$ cat src/rtl/prio_enc_drain.sv
// Sequential priority encoder: accepts a request vector, then reports each set bit
// highest-first, one per output beat. Optional flush input via PRIO_ENC_DRAIN_FLUSH_EN.
module prio_enc_drain #(
   parameter  int WIDTH = 16,
   localparam int IDX_W = $clog2(WIDTH)
) (
   input  logic             clk,
   input  logic             rst,
`ifdef PRIO_ENC_DRAIN_FLUSH_EN
   input  logic             flush,
`endif
   input  logic             in_valid,
   output logic             in_ready,
   input  logic [WIDTH-1:0] in_vec,
   output logic             out_valid,
   input  logic             out_ready,
   output logic [IDX_W-1:0] out_idx,
   output logic             out_last,
   output logic             busy
);

   localparam logic [WIDTH-1:0] ONE = WIDTH'(1);

   typedef enum logic {IDLE, DRAIN} state_t;

   state_t             state_q, state_d;
   logic [WIDTH-1:0]   pend_q, pend_d;
   logic               out_valid_q, out_valid_d;
   logic [IDX_W-1:0]   out_idx_q, out_idx_d;
   logic               out_last_q, out_last_d;
   logic               flush_req;

`ifdef PRIO_ENC_DRAIN_FLUSH_EN
   assign flush_req = flush;
`else
   assign flush_req = 1'b0;
`endif

   assign in_ready  = (state_q == IDLE) && !rst;
   assign out_valid = out_valid_q;
   assign out_idx   = out_idx_q;
   assign out_last  = out_last_q;
   assign busy      = (state_q == DRAIN);

   always_comb begin
      state_d = state_q;
      pend_d  = pend_q;
      unique case (state_q)
         IDLE: begin
            if (in_valid && in_ready) begin
               pend_d  = in_vec;
               state_d = (in_vec != '0) ? DRAIN : IDLE;
            end
         end
         DRAIN: begin
            if (out_ready) begin
               pend_d = pend_q & ~(ONE << out_idx_q);
               if (out_last_q) state_d = IDLE;
            end
            // A beat completing on the flush edge is still delivered; only the rest is dropped.
            if (flush_req) begin
               pend_d  = '0;
               state_d = IDLE;
            end
         end
         default: begin
            state_d = IDLE;
            pend_d  = '0;
         end
      endcase
   end

   // Next beat is precomputed from the next pending vector so outputs come straight from flops.
   always_comb begin
      out_idx_d = '0;
      for (int unsigned i = 0; i < WIDTH; i++) begin
         if (pend_d[i]) out_idx_d = IDX_W'(i);
      end
      out_last_d  = (pend_d != '0) && ((pend_d & (pend_d - ONE)) == '0);
      out_valid_d = (state_d == DRAIN);
   end

   always_ff @(posedge clk) begin
      if (rst) begin
         state_q     <= IDLE;
         pend_q      <= '0;
         out_valid_q <= 1'b0;
         out_idx_q   <= '0;
         out_last_q  <= 1'b0;
      end else begin
         state_q     <= state_d;
         pend_q      <= pend_d;
         out_valid_q <= out_valid_d;
         out_idx_q   <= out_idx_d;
         out_last_q  <= out_last_d;
      end
   end

endmodule

$ cat config.mk
export PLATFORM = sky130hd
export DESIGN_NAME = prio_enc_drain
export DESIGN_NICKNAME = d
export VERILOG_FILES = /design/src/rtl/prio_enc_drain.sv
export SDC_FILE = /design/constraint.sdc
export NUM_CORES = 1
export LEC_CHECK = 0
export CAP_MARGIN = 10
export CELL_PAD_IN_SITES_DETAIL_PLACEMENT = 0
export CELL_PAD_IN_SITES_GLOBAL_PLACEMENT = 1
export CORE_UTILIZATION = 40
export CTS_CLUSTER_SIZE = 12
export DETAILED_ROUTE_END_ITERATION = 12
export PLACE_DENSITY = 0.81
export SYNTH_ARGS = -nofsm -noshare
export SYNTH_HDL_FRONTEND = slang
export SYNTH_SLANG_ARGS = --single-unit
$ cat constraint.sdc
create_clock -name clk -period 4.83 [get_ports clk]
set_clock_uncertainty 0.05 [all_clocks]
set_input_delay 0.966 -clock clk [delete_from_list [all_inputs] [get_ports clk]]
set_output_delay 0.966 -clock clk [all_outputs]
set_load 0.02 [all_outputs]
==> impl_results.md <==
* Outcome: finished clean
* Post-CTS Hold Fix Bufs at 0
* Asr flop ratio synth at 0
* Final setup fails at 0
* Setup_tns at 0 ns
* Worst slew margin at 0.458
* Site Rows at 21
* Ant. Diodes at 0
* Clock Tree Buf Depth at 2
* Worst Path Max Fanout at 18
* Total CTS buffers at 3
* First-pass GRT wire length at 6.62 mm
* Final Cell Area at approximately 1700 µm²
* Synth Register Bits at 22
* Largest net degree at the start of global routing at 19
* RSZ-0062 raised after global routing: false
* Number of global-route vias before repair at 1336
* Port-buffer cells at 27
* Root Driver: clkbuf_4
* Max_cap viols at 0
* DR iter-0 viols at 52
* Drt drc at 0
* Final min period at around 3.6 ns
* Fin util at 0.513
* Clock sinks at 22
* Register area share after synthesis at 0.317
* DR WL/cell at 17.4 µm
* Proportion of layout cells with a drive suffix above 1 at 0.105
* Syn Area/Cell at 8.48 µm²
* Crit end category: register
* Syn nets at between 150 and 200
* Post-DRT Antenna Nets at 0
* Nets at approximately 210
* GRT overflow at 0
* DP Area at between 1500 and 2000 µm²
* Via Count at 1435
* Die area at 3710 µm²
* I/O Pins at 28
* Vias per cell at approximately 6.1
* Max Fclk at 277 MHz
* Fin crit share at 0.747
* Slew @ Worst Pin at ~0.81 ns
* Dominant synthesized flop cell: dfxtp_1
* Core Box Area at about 3300 µm²
* Starting Density at 0.417
* Initial antenna violation count at 0
* Critical path type: primary input to register
* Resized cells post-CTS at 0
* Netlist cell types at 49
* Startpoint Class: primary input
* Clk_lat worst skew at between 0.3 and 0.4 ns
* Cells after Synth at 164
* PD cells at between 200 and 300 nW/µm²
* Synth warn at 0
* Die extent in y at about 61 µm
* Syn Std Cell Area at 1390 µm²
* Peak VDD IR at 0.129 mV
* Die Width at ~60 µm
* Post-synth EDFFs at 0
* CP required at around 5 ns
* Clk pin slew, worst setup/hold paths at ~0.12 ns
* Final Max Slew Viols at 0
* Hold Path Class: register to register
* Final WL at about 4 mm
* HPWL Detailed at 3.25 mm
* CTS tree: built
* Final Wtd Congestion at between 0.8 and 0.9
* Iteration count of the initial detailed-routing pass at 4
* H-tree Lvls at 1
* Pleak at between 0.6 and 0.7 nW
* Final Hold Vio Count at 0
* Gr usage total at 0.247
* Critical path arrival at about 3.8 ns
* Setup Buffers After CTS at 0
* Area grow syn2layout at 23.2%
[through the flow]
stage	setup slack [ns]	total power (W)	cells	hold slack, ns
2_1_floorplan	2.07	0.000316	164	0.438
3_3_place_gp	1.13	0.000373	232	0.458
3_5_place_dp	0.936	0.000376	232	0.456
4_1_cts	1.26	0.000476	236	0.475
5_1_grt	0.977	0.000501	236	0.510
6_report	1.22	0.000477	236	0.475
[worst max-delay path, stage by stage]
cell,delay (ns)
clkdlybuf4s50_1,0.63
buf_4,0.32
or3b_4,0.48
o311a_1,0.17
a21oi_2,0.23
nand4_1,0.30
o31ai_1,0.32
o2111ai_1,0.17
a221oi_2,0.20
[sequential cells by signal, indices dropped and copies added, names as in the netlist]
signal,flops
out_idx,4
out_valid,1
out_last,1
pend_q,16
[metal layers]
layer	track usage	part of all wire
met2	0.419	0.48
met5	0	0
met1	0.316	0.46
met4	0.101	0.026
met3	0.0341	0.041
[cell usage in the layout (no fill, tap or decap), types with 4 or more instances in the layout]
cell type,Yosys,routed
nand2_1,23,23
nor4_1,7,7
a21oi_1,8,8
o21a_1,4,4
o21ai_0,9,9
nor2_1,24,24
clkdlybuf4s50_1,0,27
dfxtp_1,22,22
nand4_1,6,6
o311a_1,4,4
o211ai_1,4,4
[logic make-up after synthesis]
family	Yosys count	synth area share
AO/OA/AOI/OAI	56	0.325
adder cells (fa/ha/maj)	1	0.00720
buffers and inverters	8	0.0432
flip-flops	22	0.317
multiplexers	2	0.0144
AND/OR/NAND/NOR	75	0.293
[worst paths after layout]
check                 start         to  slack [ns]  depth (start not counted)
hold reg to reg    out_last  out_valid        0.47                          1
setup reg to reg  out_valid   out_last        2.03                          7
setup / recovery        rst   out_last        1.22                          9
hold / removal     out_last  out_valid        0.47                          1
[cell type report]
type / instances / area, µm²
Timing Repair Buffer: 29 / 285
Sequential cell: 22 / 440
Fill cell: 340 / 1620
Multi-Input combinational cell: 134 / 890
Tap cell: 46 / 57.6
Inverter: 1 / 3.75
Clock buffer: 4 / 36.3
[cells in the mapped netlist (2+ instances only)]
cell type	count	area share
nand3_1	2	0.0072
nand4_1	6	0.027
dfxtp_1	22	0.32
o21a_1	4	0.022
nor4_1	7	0.032
o21ai_0	9	0.032
o22ai_1	2	0.0090
nand2b_1	2	0.0090
nand2_1	23	0.062
a21oi_4	2	0.023
o211ai_1	4	0.022
buf_4	2	0.011
a21boi_4	2	0.027
a21oi_1	8	0.029
a21oi_2	2	0.013
nor2_1	24	0.065
o311a_1	4	0.029
buf_6	3	0.024
clkbuf_1	2	0.0054
a31oi_1	3	0.014
mux2i_1	2	0.014
o22a_1	2	0.013
[power by group]
group          internal, W  total [W]  switching (W)
combinational    0.0000715   0.000161      0.0000899
clock            0.0000461   0.000102      0.0000560
sequential        0.000195   0.000213      0.0000188
total             0.000312   0.000477       0.000165
No activity file was read; power rests on OpenSTA's default activity.
